### config.mk
export PLATFORM = sky130hd
export DESIGN_NAME = spi_flash_responder
export DESIGN_NICKNAME = d
export VERILOG_FILES = /design/src/rtl/spi_flash_responder.sv
export SDC_FILE = /design/constraint.sdc
export NUM_CORES = 1
export LEC_CHECK = 0
export CORE_MARGIN = 2
export CORE_UTILIZATION = 40
export DETAILED_ROUTE_END_ITERATION = 6
export GPL_TIMING_DRIVEN = 1
export SETUP_SLACK_MARGIN = 0.2
export SLEW_MARGIN = 40
export SYNTH_ARGS = -nofsm -noshare
export SYNTH_HDL_FRONTEND = slang
export SYNTH_SLANG_ARGS = --single-unit
### constraint.sdc
create_clock -name clk -period 4 [get_ports clk]
set_clock_uncertainty 0.1 [all_clocks]
set_input_delay 1.2 -clock clk [delete_from_list [all_inputs] [get_ports clk]]
set_output_delay 1.2 -clock clk [all_outputs]
set_load 0.02 [all_outputs]
### src/rtl/spi_flash_responder.sv
`timescale 1ns/1ps
`default_nettype none
// ============================================================================
// Module      : spi_flash_responder
// Description : Mode-0 single-lane SPI flash target, oversampled on clk.
//               Serves 0x03 reads from a byte memory port and 0x9F JEDEC ID.
// Revision    : 1.0 - initial release
// ============================================================================
module spi_flash_responder #(
    parameter logic [23:0] JEDEC_ID  = 24'hEF4018,
    parameter int          ADDR_BITS = 24
) (
    input  logic                 clk,
    input  logic                 rst,
    input  logic                 spi_csb,
    input  logic                 spi_clk,
    input  logic                 spi_mosi,
    output logic                 spi_miso,
    output logic                 spi_miso_oe,
    output logic                 mem_rd,
    output logic [ADDR_BITS-1:0] mem_addr,
    input  logic [7:0]           mem_rdata,
    output logic                 cmd_valid,
    output logic [7:0]           cmd_byte,
    output logic                 active
);

    typedef enum logic [2:0] {
        S_IDLE   = 3'd0,
        S_CMD    = 3'd1,
        S_ADDR   = 3'd2,
        S_DATA   = 3'd3,
        S_ID     = 3'd4,
        S_IGNORE = 3'd5
    } state_t;

    state_t      state_q, state_d;
    logic        csb_s1_q, csb_s2_q, csb_p_q;
    logic        sck_s1_q, sck_s2_q, sck_p_q;
    logic        mosi_s1_q, mosi_s2_q;
    logic [1:0]  settle_q;
    logic        armed_q, armed_d;
    logic [4:0]  bit_cnt_q, bit_cnt_d;
    logic [22:0] shift_q, shift_d;
    logic [23:0] addr_q, addr_d;
    logic [7:0]  out_q, out_d;
    logic [7:0]  cmd_byte_q, cmd_byte_d;
    logic [1:0]  id_idx_q, id_idx_d;
    logic        miso_q, miso_d;
    logic        oe_q, oe_d;
    logic        mem_rd_q, mem_rd_d;
    logic        cap_q;
    logic        cmd_valid_q, cmd_valid_d;

    logic        sck_rise, sck_fall, csb_fall;

    always_ff @(posedge clk) begin
        if (rst) begin
            csb_s1_q  <= 1'b1;
            csb_s2_q  <= 1'b1;
            csb_p_q   <= 1'b1;
            sck_s1_q  <= 1'b0;
            sck_s2_q  <= 1'b0;
            sck_p_q   <= 1'b0;
            mosi_s1_q <= 1'b0;
            mosi_s2_q <= 1'b0;
            settle_q  <= 2'd0;
        end else begin
            csb_s1_q  <= spi_csb;
            csb_s2_q  <= csb_s1_q;
            csb_p_q   <= csb_s2_q;
            sck_s1_q  <= spi_clk;
            sck_s2_q  <= sck_s1_q;
            sck_p_q   <= sck_s2_q;
            mosi_s1_q <= spi_mosi;
            mosi_s2_q <= mosi_s1_q;
            settle_q  <= settle_q[1] ? settle_q : settle_q + 2'd1;
        end
    end

    assign sck_rise = sck_s2_q & ~sck_p_q;
    assign sck_fall = ~sck_s2_q & sck_p_q;
    assign csb_fall = csb_p_q & ~csb_s2_q;

    always_comb begin
        state_d     = state_q;
        bit_cnt_d   = bit_cnt_q;
        shift_d     = shift_q;
        addr_d      = addr_q;
        out_d       = out_q;
        cmd_byte_d  = cmd_byte_q;
        id_idx_d    = id_idx_q;
        miso_d      = miso_q;
        oe_d        = oe_q;
        mem_rd_d    = 1'b0;
        cmd_valid_d = 1'b0;
        // Synchronizer reset values read as a deselected bus, so a select held
        // low through reset must first be seen high once the pipeline settles.
        armed_d     = armed_q | (settle_q[1] & csb_s2_q);

        if (cap_q) begin
            out_d = mem_rdata;
        end

        if (csb_s2_q) begin
            state_d   = S_IDLE;
            bit_cnt_d = 5'd0;
            oe_d      = 1'b0;
            miso_d    = 1'b0;
        end else begin
            case (state_q)
                S_IDLE: begin
                    bit_cnt_d = 5'd0;
                    if (armed_q && csb_fall) begin
                        state_d = S_CMD;
                    end
                end
                S_CMD: begin
                    if (sck_rise) begin
                        shift_d   = {shift_q[21:0], mosi_s2_q};
                        bit_cnt_d = bit_cnt_q + 5'd1;
                        if (bit_cnt_q == 5'd7) begin
                            bit_cnt_d   = 5'd0;
                            cmd_byte_d  = {shift_q[6:0], mosi_s2_q};
                            cmd_valid_d = 1'b1;
                            case (cmd_byte_d)
                                8'h03:   state_d = S_ADDR;
                                8'h9F: begin
                                    state_d  = S_ID;
                                    id_idx_d = 2'd0;
                                    out_d    = JEDEC_ID[23:16];
                                end
                                default: state_d = S_IGNORE;
                            endcase
                        end
                    end
                end
                S_ADDR: begin
                    if (sck_rise) begin
                        shift_d   = {shift_q[21:0], mosi_s2_q};
                        bit_cnt_d = bit_cnt_q + 5'd1;
                        if (bit_cnt_q == 5'd23) begin
                            bit_cnt_d = 5'd0;
                            addr_d    = {shift_q, mosi_s2_q};
                            mem_rd_d  = 1'b1;
                            state_d   = S_DATA;
                        end
                    end
                end
                S_DATA, S_ID: begin
                    if (sck_fall) begin
                        miso_d = out_q[7];
                        out_d  = {out_q[6:0], 1'b0};
                        oe_d   = 1'b1;
                    end else if (sck_rise) begin
                        bit_cnt_d = bit_cnt_q + 5'd1;
                        if (bit_cnt_q == 5'd7) begin
                            bit_cnt_d = 5'd0;
                            if (state_q == S_DATA) begin
                                addr_d   = addr_q + 24'd1;
                                mem_rd_d = 1'b1;
                            end else begin
                                if (id_idx_q != 2'd3) begin
                                    id_idx_d = id_idx_q + 2'd1;
                                end
                                case (id_idx_d)
                                    2'd1:    out_d = JEDEC_ID[15:8];
                                    2'd2:    out_d = JEDEC_ID[7:0];
                                    default: out_d = 8'h00;
                                endcase
                            end
                        end
                    end
                end
                S_IGNORE: begin
                    oe_d = 1'b0;
                end
                default: begin
                    state_d = S_IDLE;
                end
            endcase
        end
    end

    always_ff @(posedge clk) begin
        if (rst) begin
            state_q     <= S_IDLE;
            armed_q     <= 1'b0;
            bit_cnt_q   <= 5'd0;
            shift_q     <= 23'd0;
            addr_q      <= 24'd0;
            out_q       <= 8'd0;
            cmd_byte_q  <= 8'd0;
            id_idx_q    <= 2'd0;
            miso_q      <= 1'b0;
            oe_q        <= 1'b0;
            mem_rd_q    <= 1'b0;
            cap_q       <= 1'b0;
            cmd_valid_q <= 1'b0;
        end else begin
            state_q     <= state_d;
            armed_q     <= armed_d;
            bit_cnt_q   <= bit_cnt_d;
            shift_q     <= shift_d;
            addr_q      <= addr_d;
            out_q       <= out_d;
            cmd_byte_q  <= cmd_byte_d;
            id_idx_q    <= id_idx_d;
            miso_q      <= miso_d;
            oe_q        <= oe_d;
            mem_rd_q    <= mem_rd_d;
            cap_q       <= mem_rd_q;
            cmd_valid_q <= cmd_valid_d;
        end
    end

    assign spi_miso    = miso_q;
    assign spi_miso_oe = oe_q;
    assign mem_rd      = mem_rd_q;
    assign mem_addr    = addr_q[ADDR_BITS-1:0];
    assign cmd_valid   = cmd_valid_q;
    assign cmd_byte    = cmd_byte_q;
    assign active      = ~csb_s2_q;

endmodule
`default_nettype wire
Yosys cells after proc, flatten, opt, wreduce, memory -nomap -nowiden
Cells that the tools add are included.
{ "op_classes": {"addsub": 4, "n_eq_ne": 24, "mux": 57, "n_bitwise": 11, "reduce_logical": 19} }
{ "op_table": {"columns": ["operator", "count"], "rows": [
  ["$mux 24", 6],
  ["$mux 8", 9],
  ["$pmux 24 s2", 1],
  ["$mux 2", 15],
  ["$ne 2x2->1 const B", 13],
  ["$mux 5", 5],
  ["$add 24x1->24 const B", 1],
  ["$pmux 5 s4", 1],
  ["$pmux 8 s2", 1],
  ["$mux 3", 5],
  ["$pmux 7 s2", 1],
  ["$pmux 3 s4", 1],
  ["$reduce_and 9->1", 1],
  ["$eq 8x2->1 const B", 1],
  ["$eq 8x8->1 const B", 1],
  ["$mux 1", 8],
  ["$reduce_and 8->1", 1],
  ["$eq 3x2->1 const B", 2],
  ["$eq 3x3->1 const B", 2],
  ["$not 1->1", 6],
  ["$pmux 3 s2", 1],
  ["$reduce_and 3->1", 2],
  ["$reduce_and 6->1", 1],
  ["$reduce_bool 2->1", 3],
  ["other kinds (19)", 27]
]} }
{ "totals": {"regBits": 89, "in_bits": 13, "out_inout_bits": 37, "wordCells": 138} }

Logic depth before layout (Yosys ltp)
Gate-level depths: netlist of the first run.
{ "depth": {"ltp_word": 16, "ltp_mapped": 9, "ltp_nobuf": 6} }

Least setup slack after synthesis of the first run
No wires, ideal clock.
{ "synth_timing": {"kind": "input -> register", "startpoint": "input port rst", "endpoint": "register out_q[5]", "setup_ns": 0.114, "arrival_ns": 2.137, "t_required_ns": 3.786, "path_slack_ns": 1.649, "path_stages": 6, "n_path_buf": 2, "path_cell_list": "clkbuf_1 -> nor2_1 -> inv_1 -> clkbuf_1 -> a21oi_1 -> a21o_1"} }
{ "synth_rtl": {"columns": ["element", "line", "rtl"], "rows": [
  ["from (decl)", "14", "input logic rst,"],
  ["to (signal assigned)", "206", "out_q <= out_d;"],
  ["to (decl)", "46", "logic [7:0] out_q, out_d;"]
]} }

Worst setup path after layout of the first run
{ "layout_timing": {"startpoint": "register addr_q[0], in the netlist mem_addr[0]", "endpoint": "output port mem_addr[0]"} }
{ "layout_rtl": {"columns": ["element", "line", "rtl"], "rows": [
  ["from (decl)", "45", "logic [23:0] addr_q, addr_d;"],
  ["from (signal assigned)", "205", "addr_q <= addr_d;"],
  ["to (decl)", "21", "output logic [ADDR_BITS-1:0] mem_addr,"]
]} }
No word-level cell between the ends.

==> results.md, run 1 <==
- Slew HR: 0.479
- Synth-to-layout area growth: 17.7%
- HP Class: reg -> reg
- Final WL: 10,900 um
- Period utilization: 0.707
- Vias in the first global route: roughly 3,600
- Initial DRC Count: 219
- RR Startpoint: state_q[2]
- Biggest cell delay along the critical path: 0.67 ns
- Worst-case vdd ir drop: ~0.00018 V
- Rows: 38
- Num CTS Buffers: 9
- Final setup margin: 1.17 ns
- Critical-path top delay cell: clkdlybuf4s50_1
- Synth warnings: 0
- Routed wire per std cell: 16.1 um
- Min Tclk post-route: 2.83 ns
- Static Leak: 1.88 nW
- Ys flop type: dfxtp_1
- Final hold violations: 0
- Fraction of layout cells with a size suffix above 1: 0.0776
- Grt ovf: 0
- CP top delay family: buffers and inverters
- Crit path from: mem_addr[0]
- Post-DRT Antenna Nets: 0
- Worst reg2reg path depth: 6
- Worst Min Path Start: csb_s1_q
- # fillers: 1,053
- Sw power: 0.372 mW
- Post-Syn Area: 4340 um2
- Internal cell power: 1.34 mW
- Placed Instances: roughly 670
- Synth Instances: 510
- Synthesized Nets: about 530
- Count of final setup violators: 0
- Flop-to-flop setup slack: 1.40 ns
- Clock Power Share: 0.444
- Power share of the combinational group: 0.028
- Clock transition at path regs: 0.09 ns
- Initial antenna violation count: 0
- Root Buffer: clkbuf_8
- Post-synthesis cell type count: 57
- Clk buf depth: 2
- RSZ-0062 raised after global routing: false
- Top cells by area, synth: dfxtp_1, mux2i_1, nor2_1, a21oi_1, nand2_1
- Critical Path Start Type: flip-flop
- First-pass GRT wire length: 18,100 um
- Worst path required time: 2.70 ns
- WHS: 0.321 ns
- Number of hold buffers added after CTS: 0
- CTS tree: built
- WP depth: 1
- Design area: 5110 um2
- Via-to-Cell Ratio: roughly 5.7
- GPL Wtd Cong: 0.861
- Most common cell after layout, fill and taps aside: dfxtp_1
- Worst Path Buf+Inv: 1
- Async SR Flop Fraction: 0
- Largest net degree at the start of global routing: 80
- Setup crit end kind: output port
- Setup tns final: 0 ns
- Fmax: 353 MHz
- Tightest Pin Transition: around 0.78 ns
- Dominant cell type by area after synthesis: dfxtp_1
- IO buf count: roughly 50
- Die width: 108 um
- Reg power frac: 0.528
- EDFF count, synth: 0
- DRC viols: 0
- Critical Path Fanout Max: 7
- Dpl cell area: between 4000 and 5000 um2
- Setup CP Type: reg -> out
- Reg-to-reg endpoint: mem_addr[11]
- P per Cell Area: around 330 nW/um2
- Seq/Total Area, Yosys: 0.410
- Syn Area/Cell: 8.52 um2
- Die H: 108 um
- I/O pins: 50
- All-layer global routing usage: 0.193
- Initial core utilization: 0.406
- Post-CTS Resized: 0
- Die area: between 10,000 and 15,000 um2
- Postcts setup bufs: 0
- Sw Ratio: 0.218
- Clock Latency Late Sink: 0.35 ns
- Router iterations before antenna repair: 5
- CTS sink cnt: between 80 and 90
- Final nets: 551
- Post-synth top area share: 0.410
- Place WS: 1.15 ns
- Worst setup path end: mem_addr[0]
- Synthesized flop and latch total: 89
- Most frequent cells in the layout: dfxtp_1, nor2_1, clkdlybuf4s50_1, a21oi_1, mux2i_1
- CP Data Arrival Time: around 1.5 ns
- Status: finished clean
- Core Footprint: about 11,000 um2
- Crit path cell chain: clkdlybuf4s50_1
- DPL Wire Length: 7370 um
- Via Count: between 3,000 and 4,000
- Max_cap viols: 0
- Final Max Slew Viols: 0
- Post-Layout Cell Count: 681
- N_diodes: 0
- H-Tree Depth: 3
area by class of cell:
type                            instances  area, um2  share of cell area
Sequential cell                        89       1780               0.349
Multi-Input combinational cell        380       2380               0.466
Tap cell                              140        175              0.0343
Clock buffer                            9        124              0.0242
Inverter                                4       15.0             0.00294
Clock inverter                          7        124              0.0242
Timing Repair Buffer                   52        508              0.0994
state kept, by name, indices dropped and copies added, names as in the netlist, 2 cells and up:
register	cells
cmd_byte	8
state_q	3
id_idx_q	2
mem_addr	24
settle_q	2
out_q	8
shift_q	23
bit_cnt_q	5
synthesized netlist by cell type, types with 6 or more instances:
| cell type | number |
|---|---|
| buf_2 | 14 |
| mux2i_1 | 36 |
| o21ai_0 | 26 |
| or3_1 | 8 |
| nand3_1 | 20 |
| a211oi_1 | 14 |
| dfxtp_1 | 89 |
| nand2_1 | 35 |
| clkbuf_1 | 20 |
| a21oi_1 | 41 |
| nand4_1 | 9 |
| a21o_1 | 8 |
| o21ai_1 | 7 |
| a31oi_1 | 6 |
| nor2_1 | 58 |
| nand2b_1 | 13 |
| nor2b_1 | 11 |
routing by layer:
metal  part of all wire  track usage  wire, um  up-vias
li1                   -            -         -     1921
met1               0.49        0.269      5360     1856
met2               0.46        0.306      5000       91
met3              0.044       0.0301       476        8
met4             0.0087       0.0623        95        0
met5                  0            0         0        -
power by group through the flow:
stage	combinational [mW]	sequential, mW	clock [mW]
floorplan	0.0291	0.919	0
global placement	0.0465	0.922	0
detailed placement	0.0476	0.922	0
CTS	0.0478	0.901	0.778
global route	0.0523	0.903	0.812
finish	0.0475	0.901	0.759
through the flow:
step | total power [mW] | utilization
2_1_floorplan | 0.949 | -
3_3_place_gp | 0.969 | 0.453
3_5_place_dp | 0.969 | 0.454
4_1_cts | 1.73 | 0.477
5_1_grt | 1.77 | 0.478
6_report | 1.71 | 0.478
worst min path at each step:
stage,end,slack [ns],depth (start not counted)
2_1_floorplan,csb_s2_q,0.29,1
3_3_place_gp,csb_s2_q,0.31,1
3_5_place_dp,csb_s2_q,0.30,1
4_1_cts,csb_s2_q,0.33,1
5_1_grt,csb_s2_q,0.36,1
6_report,csb_s2_q,0.32,1
cells by family after synthesis:
logic type / share of synthesized area
DFF: 0.410
AOI/OAI and AO/OA: 0.201
muxes: 0.0959
adders and majority gates: 0.00806
and+or+nand+nor: 0.236
buffers and inverters: 0.0446
xor gates and xnor gates: 0.00403
No activity file was read; power rests on OpenSTA's default activity.
==> inputs of run 2 (changes only) <==
Clock period 4 ns to 2.75 ns, I/O delays scaled along.
==> results.md, run 2 (synthesis gave the netlist of run 1 again) <==
- Die area: 11,700 um2 (unchanged)
- Slew HR: 0.596 (+0.117)
- Setup CP Type: reg -> out
- Synth-to-layout area growth: 17.5%
- Post-CTS Resized: 0 (unchanged)
- Number of hold buffers added after CTS: 0 (unchanged)
- Final Util: 0.477 (-0.000585)
- CP Data Arrival Time: 1.54 ns (about the same)
- Router iterations before antenna repair: 5 (unchanged)
- Most frequent cells in the layout: dfxtp_1, nor2_1, clkdlybuf4s50_1, a21oi_1, mux2i_1
- Final hold violations: 0 (unchanged)
- Final nets: 561 (+1.8%)
- Worst path required time: 1.83 ns (-0.87 ns)
- Final Max Slew Viols: 0 (unchanged)
- Max reg flops: 24 (unchanged)
- Root Buffer: clkbuf_8
- # fillers: 1,062 (+0.85%)
- Clk buf depth: 2 (unchanged)
- Max_cap viols: 0 (unchanged)
- Biggest cell delay along the critical path: 0.67 ns (about the same)
- Initial core utilization: 0.406 (unchanged)
- Critical Path Start Type: flip-flop
- Fmax: 406 MHz
- Critical-path top delay cell: clkdlybuf4s50_1
- Critical Path Fanout Max: 8 (+1)
- CTS tree: built
- HP Class: reg -> reg
- Endpoint, Worst Hold: csb_s2_q
- Postcts setup bufs: 0 (unchanged)
- IO buf count: 49 (unchanged)
- Via-to-Cell Ratio: 5.63 (-1.1%)
- Crit path cell chain: clkdlybuf4s50_1
- DRC viols: 0 (unchanged)
- Worst Path Buf+Inv: 1 (unchanged)
- Final WL: 10,900 um (-0.69%)
- H-Tree Depth: 3 (unchanged)
- DPL Wire Length: 7670 um (+4.1%)
- Reg-to-reg endpoint: mem_addr[23]
- Flop-to-flop setup slack: 0.47 ns (-0.93 ns)
- Min Tclk post-route: 2.46 ns
- Period utilization: 0.896
- Clock Latency Late Sink: 0.35 ns (about the same)
- Tightest Pin Transition: 0.604 ns (-0.177 ns)
- Hold Path Stages: 1 (unchanged)
- Worst-case vdd ir drop: 0.000215 V (+23%)
- N_diodes: 0 (unchanged)
- GPL Wtd Cong: 0.848 (-1.4%)
- Via Count: 3,877 (+0.026%)
- Die H: 108 um (unchanged)
- I/O pins: 50 (unchanged)
- Vias in the first global route: 3,563 (-2.2%)
- Post-DRT Antenna Nets: 0 (unchanged)
- Design area: 5100 um2 (-0.12%)
- Core Footprint: 10,700 um2 (unchanged)
- CTS sink cnt: 89 (unchanged)
- Worst reg2reg path depth: 6 (unchanged)
- Rows: 38 (unchanged)
- Num CTS Buffers: 9 (unchanged)
- Largest net degree at the start of global routing: 52 (-35%)
- RSZ-0062 raised after global routing: false
- WHS: 0.335 ns (+0.0139 ns)
- Setup tns final: 0 ns (unchanged)
- Initial antenna violation count: 0 (unchanged)
- Routed wire per std cell: 15.8 um (-1.8%)
- Die width: 108 um (unchanged)
- CP top delay family: buffers and inverters
- Initial DRC Count: 229 (+4.6%)
- Final Power: 2.19 mW (+28%)
- Clock transition at path regs: 0.09 ns (about the same)
- Grt ovf: 0 (unchanged)
- Fraction of layout cells with a size suffix above 1: 0.0838 (+0.00615)
- All-layer global routing usage: 0.193 (about the same)
- RR Startpoint: sck_s2_q
- Count of final setup violators: 0 (unchanged)
- Dpl cell area: 4940 um2 (+1.7%)
- Worst Min Path Start: csb_s1_q
- Setup crit end kind: output port
- Status: finished clean
- First-pass GRT wire length: 18,000 um (-0.57%)
- Static Leak: 1.90 nW (+1.1%)
- P per Cell Area: 429 nW/um2 (+28%)
- Most common cell after layout, fill and taps aside: dfxtp_1
[run 2: changes by cell type in the layout (fill, tap and decap cells not counted), sizes merged]
cell,delta
clkinv,+1
bufinv,-3
buf,+10
clkbuf,+2
inv,-2
[run 2: power breakdown]
| group | total (mW) | internal (mW) | leakage (nW) | switching, mW |
|---|---|---|---|---|
| clock | 0.807 | 0.365 | 0.0871 | 0.442 |
| sequential | 1.31 | 1.30 | 0.719 | 0.0106 |
| combinational | 0.0709 | 0.0321 | 1.10 | 0.0388 |
| total | 2.19 | 1.70 | 1.90 | 0.492 |
[run 2: worst max path at each step]
| stage | from | end | slack (ns) | cells past startpoint |
|---|---|---|---|---|
| finish | mem_addr[15] | mem_addr[15] | 0.29 | 1 |
| global route | mem_addr[15] | mem_addr[15] | 0.25 | 1 |
| CTS | mem_addr[15] | mem_addr[15] | 0.28 | 1 |
| detailed placement | mem_addr[1] | mem_addr[16] | 0.46 | 6 |
| global placement | rst | out_q[5] | 0.50 | 5 |
| floorplan | mem_addr[0] | mem_addr[16] | 0.54 | 6 |
[run 2: through the flow]
stage | instances | setup slack, ns
floorplan | 510 | 0.538
global placement | 675 | 0.504
detailed placement | 675 | 0.465
CTS | 689 | 0.284
global route | 689 | 0.246
finish | 689 | 0.285
[run 2: cell type report]
type | instances | area, um2 | share of cell area
Clock buffer | 11 | 151 | 0.0297
Clock inverter | 3 | 17.5 | 0.00343
Inverter | 4 | 15.0 | 0.00294
Multi-Input combinational cell | 380 | 2370 | 0.464
Sequential cell | 89 | 1780 | 0.349
Tap cell | 140 | 175 | 0.0343
Timing Repair Buffer | 62 | 596 | 0.117
[run 2: worst register-to-register path: cells and delay by family, from the launching register on]
family	cells	cell delay, ns
and+or+nand+nor	3	1.05
buffers and inverters	1	0.32
DFF	1	0.43
AOI/OAI and AO/OA	2	0.25
[run 2: per-layer routing]
| metal | vias up | wire length, um | track usage |
|---|---|---|---|
| li1 | 1935 | - | - |
| met1 | 1845 | 5340 | 0.278 |
| met2 | 86 | 4940 | 0.295 |
| met3 | 11 | 444 | 0.0307 |
| met4 | 0 | 132 | 0.0632 |
| met5 | - | 0 | 0 |
==> inputs of run 3 (changes only) <==
Settings changed: HOLD_SLACK_MARGIN set to 0.06.
==> results of run 3 <==
Final layout, timing and power as in run 2 (identical DEF).
